<file path="config.mk">
export PLATFORM = sky130hd
export DESIGN_NAME = wb_regfile_flat
export DESIGN_NICKNAME = d
export VERILOG_FILES = /design/src/rtl/wb_regfile_if.sv /design/src/rtl/wb_regfile.sv /design/src/flat_wrapper.sv
export SDC_FILE = /design/constraint.sdc
export NUM_CORES = 2
export LEC_CHECK = 0
export CAP_MARGIN = 40
export CORE_ASPECT_RATIO = 1.25
export CORE_MARGIN = 5
export CORE_UTILIZATION = 40
export CTS_CLUSTER_SIZE = 28
export DETAILED_ROUTE_END_ITERATION = 6
export PLACE_DENSITY = 0.54
export SLEW_MARGIN = 20
export SYNTH_ARGS = -nofsm -noshare
export SYNTH_HDL_FRONTEND = slang
export SYNTH_SLANG_ARGS = --single-unit
</file>
<file path="constraint.sdc">
create_clock -name clk -period 51.8 [get_ports clk]
set_input_delay 10.36 -clock clk [delete_from_list [all_inputs] [get_ports clk]]
set_output_delay 10.36 -clock clk [all_outputs]
set_load 0.01 [all_outputs]
</file>
<file path="src/rtl/wb_regfile_if.sv">
// ---------------------------------------------------------------------------
// wb_regfile_if
//
// Bundles the writeback-stage signals between the M/W pipeline register, the
// decode stage and the writeback/register-file block.
//
//   *_W inputs     : control, instruction, ALU result, memory word, link value
//                    and destination from the M/W register
//   rs_D / rt_D    : decode read addresses
//   rs/rt_data_D   : decode read data (combinational, with write-through)
//   wb_en/addr/data: effective writeback bus exported for hazard/forwarding
//
// The slave modport is the register-file side. The master modport is the
// pipeline side that drives the *_W and read-address signals.
// ---------------------------------------------------------------------------
interface wb_regfile_if;
    logic        RegWrite_W;
    logic        MemToReg_W;
    logic        IfJal_W;
    logic        IfBgezal_W;
    logic        IfJalr_W;
    logic [31:0] IR_W;
    logic [31:0] ALU_out_W;
    logic [31:0] Memdata_W;
    logic [31:0] pcadd1_W;
    logic [4:0]  WriteReg_W;
    logic [4:0]  rs_D;
    logic [4:0]  rt_D;
    logic [31:0] rs_data_D;
    logic [31:0] rt_data_D;
    logic        wb_en;
    logic [4:0]  wb_addr;
    logic [31:0] wb_data;

    modport slave (
        input  RegWrite_W, MemToReg_W, IfJal_W, IfBgezal_W, IfJalr_W,
        input  IR_W, ALU_out_W, Memdata_W, pcadd1_W, WriteReg_W,
        input  rs_D, rt_D,
        output rs_data_D, rt_data_D,
        output wb_en, wb_addr, wb_data
    );

    modport master (
        output RegWrite_W, MemToReg_W, IfJal_W, IfBgezal_W, IfJalr_W,
        output IR_W, ALU_out_W, Memdata_W, pcadd1_W, WriteReg_W,
        output rs_D, rt_D,
        input  rs_data_D, rt_data_D,
        input  wb_en, wb_addr, wb_data
    );
endinterface

</file>
<file path="src/rtl/wb_regfile.sv">
// ---------------------------------------------------------------------------
// wb_regfile
//
// Writeback stage and 32x32 architectural register file of the five-stage
// MIPS pipeline. Formats load data, selects the writeback value and
// destination, commits it on the rising clock edge, and serves two
// combinational decode read ports with write-through bypass.
//
// Ports:
//   clk   : clock, register writes on rising edge
//   reset : asynchronous, active-high; $28 <= GP_INIT, $29 <= SP_INIT,
//           all other registers <= 0
//   wb    : wb_regfile_if.slave (M/W inputs, decode read ports, wb bus)
// ---------------------------------------------------------------------------
module wb_regfile #(
    parameter logic [31:0] SP_INIT = 32'h0000_2FFC,
    parameter logic [31:0] GP_INIT = 32'h0000_1800
) (
    input  logic         clk,
    input  logic         reset,
    wb_regfile_if.slave  wb
);

    localparam logic [5:0] OP_LB  = 6'h20;
    localparam logic [5:0] OP_LH  = 6'h21;
    localparam logic [5:0] OP_LBU = 6'h24;
    localparam logic [5:0] OP_LHU = 6'h25;

    // Little-endian load extraction. Halfword selection looks only at off[1].
    function automatic logic [31:0] format_load(
        input logic [5:0]  op,
        input logic [1:0]  off,
        input logic [31:0] word
    );
        logic        [7:0]  byte_sel;
        logic        [15:0] half_sel;
        logic signed [7:0]  byte_s;
        logic signed [15:0] half_s;
        logic        [31:0] res;
        case (off)
            2'd0:    byte_sel = word[7:0];
            2'd1:    byte_sel = word[15:8];
            2'd2:    byte_sel = word[23:16];
            default: byte_sel = word[31:24];
        endcase
        half_sel = off[1] ? word[31:16] : word[15:0];
        byte_s   = byte_sel;
        half_s   = half_sel;
        case (op)
            OP_LB:   res = 32'(byte_s);
            OP_LBU:  res = {24'd0, byte_sel};
            OP_LH:   res = 32'(half_s);
            OP_LHU:  res = {16'd0, half_sel};
            default: res = word;
        endcase
        return res;
    endfunction

    function automatic logic [31:0] reset_value(input int idx);
        logic [31:0] v;
        if (idx == 28)      v = GP_INIT;
        else if (idx == 29) v = SP_INIT;
        else                v = '0;
        return v;
    endfunction

    // $0 has no storage; only $1..$31 are flops.
    logic [31:0] regs_q [1:31];
    logic [31:0] regs_d [1:31];

    logic        link_ra;
    logic        link_any;
    logic        wb_en;
    logic [4:0]  wb_addr;
    logic [31:0] wb_data;
    logic [31:0] rs_data;
    logic [31:0] rt_data;

    // Writeback select: destination, enable and data priority
    always_comb begin
        link_ra  = wb.IfJal_W | wb.IfBgezal_W;
        link_any = link_ra | wb.IfJalr_W;
        wb_addr  = link_ra ? 5'd31 : wb.WriteReg_W;
        wb_en    = wb.RegWrite_W & (wb_addr != 5'd0);
        if (link_any)
            wb_data = wb.pcadd1_W;
        else if (wb.MemToReg_W)
            wb_data = format_load(wb.IR_W[31:26], wb.ALU_out_W[1:0], wb.Memdata_W);
        else
            wb_data = wb.ALU_out_W;
    end

    // Next register-file state
    always_comb begin
        for (int i = 1; i < 32; i++) begin
            regs_d[i] = regs_q[i];
            if (wb_en && (wb_addr == 5'(i)))
                regs_d[i] = wb_data;
        end
    end

    always_ff @(posedge clk or posedge reset) begin
        if (reset) begin
            for (int i = 1; i < 32; i++)
                regs_q[i] <= reset_value(i);
        end else begin
            for (int i = 1; i < 32; i++)
                regs_q[i] <= regs_d[i];
        end
    end

    // Decode read ports. Bypass is held off during reset so readers see the
    // reset contents rather than a write that will never commit.
    always_comb begin
        rs_data = '0;
        rt_data = '0;
        if (wb.rs_D != 5'd0) begin
            if (wb_en && !reset && (wb_addr == wb.rs_D))
                rs_data = wb_data;
            else
                rs_data = regs_q[wb.rs_D];
        end
        if (wb.rt_D != 5'd0) begin
            if (wb_en && !reset && (wb_addr == wb.rt_D))
                rt_data = wb_data;
            else
                rt_data = regs_q[wb.rt_D];
        end
    end

    assign wb.wb_en     = wb_en;
    assign wb.wb_addr   = wb_addr;
    assign wb.wb_data   = wb_data;
    assign wb.rs_data_D = rs_data;
    assign wb.rt_data_D = rt_data;

endmodule

</file>
<file path="src/flat_wrapper.sv">
// flat-port wrapper written by rule: the top's interface ports become plain ports
module wb_regfile_flat 
#(
    parameter logic [31:0] SP_INIT = 32'h0000_2FFC,
    parameter logic [31:0] GP_INIT = 32'h0000_1800
)
  (clk, reset, wb_RegWrite_W, wb_MemToReg_W, wb_IfJal_W, wb_IfBgezal_W, wb_IfJalr_W, wb_IR_W, wb_ALU_out_W, wb_Memdata_W, wb_pcadd1_W, wb_WriteReg_W, wb_rs_D, wb_rt_D, wb_rs_data_D, wb_rt_data_D, wb_wb_en, wb_wb_addr, wb_wb_data);
  wb_regfile_if wb_i ();
  input  logic clk;
  input  logic reset;
  input wire logic [$bits(wb_i.RegWrite_W)-1:0] wb_RegWrite_W;
  input wire logic [$bits(wb_i.MemToReg_W)-1:0] wb_MemToReg_W;
  input wire logic [$bits(wb_i.IfJal_W)-1:0] wb_IfJal_W;
  input wire logic [$bits(wb_i.IfBgezal_W)-1:0] wb_IfBgezal_W;
  input wire logic [$bits(wb_i.IfJalr_W)-1:0] wb_IfJalr_W;
  input wire logic [$bits(wb_i.IR_W)-1:0] wb_IR_W;
  input wire logic [$bits(wb_i.ALU_out_W)-1:0] wb_ALU_out_W;
  input wire logic [$bits(wb_i.Memdata_W)-1:0] wb_Memdata_W;
  input wire logic [$bits(wb_i.pcadd1_W)-1:0] wb_pcadd1_W;
  input wire logic [$bits(wb_i.WriteReg_W)-1:0] wb_WriteReg_W;
  input wire logic [$bits(wb_i.rs_D)-1:0] wb_rs_D;
  input wire logic [$bits(wb_i.rt_D)-1:0] wb_rt_D;
  output wire logic [$bits(wb_i.rs_data_D)-1:0] wb_rs_data_D;
  output wire logic [$bits(wb_i.rt_data_D)-1:0] wb_rt_data_D;
  output wire logic [$bits(wb_i.wb_en)-1:0] wb_wb_en;
  output wire logic [$bits(wb_i.wb_addr)-1:0] wb_wb_addr;
  output wire logic [$bits(wb_i.wb_data)-1:0] wb_wb_data;
  assign wb_i.RegWrite_W = wb_RegWrite_W;
  assign wb_i.MemToReg_W = wb_MemToReg_W;
  assign wb_i.IfJal_W = wb_IfJal_W;
  assign wb_i.IfBgezal_W = wb_IfBgezal_W;
  assign wb_i.IfJalr_W = wb_IfJalr_W;
  assign wb_i.IR_W = wb_IR_W;
  assign wb_i.ALU_out_W = wb_ALU_out_W;
  assign wb_i.Memdata_W = wb_Memdata_W;
  assign wb_i.pcadd1_W = wb_pcadd1_W;
  assign wb_i.WriteReg_W = wb_WriteReg_W;
  assign wb_i.rs_D = wb_rs_D;
  assign wb_i.rt_D = wb_rt_D;
  assign wb_rs_data_D = wb_i.rs_data_D;
  assign wb_rt_data_D = wb_i.rt_data_D;
  assign wb_wb_en = wb_i.wb_en;
  assign wb_wb_addr = wb_i.wb_addr;
  assign wb_wb_data = wb_i.wb_data;
  wb_regfile #(.SP_INIT(SP_INIT), .GP_INIT(GP_INIT)) u_core (.clk(clk), .reset(reset), .wb(wb_i));
endmodule
</file>
==> run_results.csv <==
group,metric,value,unit
global_route,overflow,0,
timing,tightest_slew,0.858,ns
detailed_routing,drcViolationCount,3,
synthesis,synth_area_per_cell,10.5,µm²
detailed_routing,totalWireLength,203,mm
synthesis,synth_cell_types,69,
layout,fillCellCount,12574,
floorplan,core_area,134000,µm²
synthesis,synth_top_area_cell,"dfrtp_1",
detailed_routing,final_antenna_net_count,0,
layout,regMostFlops,"u_core.regs_q",
pwr,p_per_area,32.9,nW/µm²
floorplan,die_w,338,µm
critical_path,critPathKind,"input pin to primary output",
pwr,p_switching,0.576,mW
detailed_routing,drt-wirelength-per-cell,29.3,µm
synthesis,synth_warnings,0,
min_path,hp-class,"flop to flop",
synthesis,yosysMostFrequentCell,"nand2_1",
synthesis,syn-num-nets,5265,
critical_path,critical_path_arrival,15.21,ns
global_route,grt_max_degree,103,
critical_path,crit_chain,"buf_8 > buf_4 > buf_4 > buf_4 > mux4_2 > mux2i_1 > a22oi_1 > nand3_1 > mux2i_1 > clkdlybuf4s50_1",
clock_network,clockBufferDepth,3,
outcome,status,"finished with violations",
floorplan,ioPinCount,252,
pwr,power_frac_seq,43.8,%
detailed_routing,viasPerCell,6.12,
place,hpwl,125,mm
timing,fin_crit_sh,49.4,%
timing,finalWorstSetupSlack,26.23,ns
global_route,met2_usage,47.3,%
place,place_congestion,0.840,
clock_network,cts_resized,0,
global_route,gr-usage-met1,37.6,%
layout,fin_util,46.5,%
timing,fin_hold_ws,0.488,ns
place,dpl_cell_area,58100,µm²
timing,hold_violations,0,
pwr,swShare,28.1,%
critical_path,rrSetupSlack,51.05,ns
synthesis,ys.flop_type,"dfrtp_1",
layout,largest_reg_flops,992,
global_route,grt_busiest_layer,"met2",
critical_path,critPathRequiredTime,41.44,ns
clock_network,cts_root_buf,"clkbuf_16",
place,portBuffers,225,
timing,fin_worst_skew,0,ns
clock_network,clk_pin_slew,0.06,ns
critical_path,max_stage_delay,0.73,ns
pwr,ir_drop,0.0259,mV
critical_path,crit_fanout,51,
synthesis,yosysSeqAreaShare,46.1,%
place,pre_cts_ws,26.19,ns
timing,fin_tns_setup,0,ns
synthesis,synth_edf_count,0,
clock_network,hold_buffers,0,
clock_network,numCtsBuffers,112,
synthesis,syn_inst,5115,
timing,slew_violations,0,
layout,area_delta_synth_final,15.6,%
flow_run,cap_violations,0,
floorplan,start_util,40.2,%
layout,reg.largest.list,"u_core.regs_q (992)",
clock_network,cts_tree,"done",
synthesis,synth_top_cell_area_share,45.5,%
pwr,p_int,1.47,mW
global_route,use_met3,4.22,%
global_route,grt_first_pass_wirelength,299,mm
synthesis,synthTopCellsByArea,"dfrtp_1, mux4_2, o21ai_0, nand2_1, mux2i_1",
critical_path,end_kind,"primary output",
detailed_routing,drt-initial-drc-count,3980,
pwr,comb_power_share,15.8,%
timing,slew_headroom,41.1,%
detailed_routing,vias,42445,
timing,min_period,25.57,ns
critical_path,critPathLaunchType,"input pin",
critical_path,critPathSlowestCell,"buf_4",
clock_network,post_cts_buffers,0,
timing,report.final.setup_viol,0,
floorplan,fp.dieArea,142000,µm²
layout,num-nets-final,5241,
layout,final_area,62200,µm²
clock_network,htree_levels,3,
floorplan,rows,150,
timing,fmax,39.1,MHz
critical_path,cpMostUsedCell,"buf_4",
detailed_routing,first_pass_iters,7,
outcome,violations,"design-rule violations",
synthesis,ys_ff_latch,992,
global_route,antenna_found_initial,8,
timing,grt_setup_unrepaired,"false",
synthesis,syn_area,53800,µm²
layout,drive_gt1_share,19.2,%
synthesis,ys_top_cells_by_count,"nand2_1, o21ai_0, dfrtp_1",
global_route,grt_pass1_vias,42339,
clock_network,clock_latency,0.73,ns
floorplan,die_h,420,µm
clock_network,numClockSinks,992,
synthesis,async_flop_share,100,%
global_route,grt_use_total,28.3,%
pwr,p_leak,27.0,nW
pwr,p_clk_share,40.4,%
==> power by group through the flow <==
stage | Sequential (mW) | Combinational [mW] | Clock [mW]
final | 0.898 | 0.325 | 0.827
after global routing | 0.907 | 0.353 | 0.871
after CTS | 0.896 | 0.323 | 0.839
after detailed placement | 0.910 | 0.322 | 0
after global placement | 0.905 | 0.312 | 0
after floorplan | 0.897 | 0.212 | 0
==> per-layer routing <==
| layer | share of wire (%) | up-vias |
|---|---|---|
| li1 | - | 18648 |
| met1 | 41 | 21781 |
| met2 | 48 | 1642 |
| met3 | 6.6 | 374 |
| met4 | 3.9 | 0 |
| met5 | 0 | - |
==> stage by stage <==
| stage | power [mW] | instances |
|---|---|---|
| 2_1_floorplan | 1.11 | 5115 |
| 3_3_place_gp | 1.22 | 6666 |
| 3_5_place_dp | 1.23 | 6712 |
| 4_1_cts | 2.06 | 6919 |
| 5_1_grt | 2.13 | 6938 |
| 6_report | 2.05 | 6939 |
==> layout make-up <==
| class | instances | area [µm²] | share of cell area [%] |
|---|---|---|---|
| antenna | 7 | 17.5 | 0.0281 |
| clock buffer | 166 | 3290 | 5.28 |
| clock inverter | 41 | 493 | 0.792 |
| inverter | 43 | 169 | 0.271 |
| multi-input combinational | 3549 | 26800 | 43.1 |
| sequential | 992 | 24800 | 39.9 |
| tap | 1748 | 2190 | 3.51 |
| timing repair buffer | 393 | 4420 | 7.10 |
==> worst paths after layout <==
| kind | from | endpoint | cells past startpoint |
|---|---|---|---|
| setup / recovery | wb_rt_D[0] | wb_rt_data_D[26] | 10 |
| hold / removal | u_core.regs_q[66] | u_core.regs_q[66] | 2 |
| setup reg to reg | u_core.regs_q[972] | u_core.regs_q[972] | 2 |
| hold reg to reg | u_core.regs_q[66] | u_core.regs_q[66] | 2 |
| max in group asynchronous | reset | u_core.regs_q[75] | 8 |
| min in group asynchronous | reset | u_core.regs_q[614] | 2 |
==> worst max-delay path: cells and delay by family <==
family                 cells  cell delay (ns)
buffers and inverters      5             3.16
muxes                      3             1.14
AOI/OAI and AO/OA          1             0.31
and+or+nand+nor            1             0.17
==> cell usage in the layout, fill, tap and decap left out, types with 11 or more instances in the layout <==
master,count
clkbuf_16,112
clkinv_2,22
buf_12,15
clkbuf_1,26
o22a_1,19
o21ai_2,32
a221o_1,43
a21o_1,11
nor3_1,30
mux2_2,149
nand2_1,1064
a22oi_1,82
buf_4,113
nand3_1,25
o21ai_0,989
dfrtp_1,979
mux4_2,347
o21ai_1,14
a32o_1,12
nand2b_1,19
o211ai_1,24
a221oi_1,73
clkbuf_8,28
nor2b_1,13
clkdlybuf4s50_1,215
nor2_1,44
nand2_4,21
mux2i_1,251
buf_16,35
inv_1,40
a32oi_1,13
o22ai_1,15
o221ai_1,37
a21oi_1,64
dfstp_2,13
and3_1,13
==> cells by family after synthesis <==
logic type      after synthesis  synth area share (%)
buf+inv                     574                  4.68
compound gates             1492                  16.8
xor+xnor                      6                0.0976
flops                       992                  46.1
simple gates               1294                  9.74
mux                         757                  22.6
(Power assumes the default switching activity.)
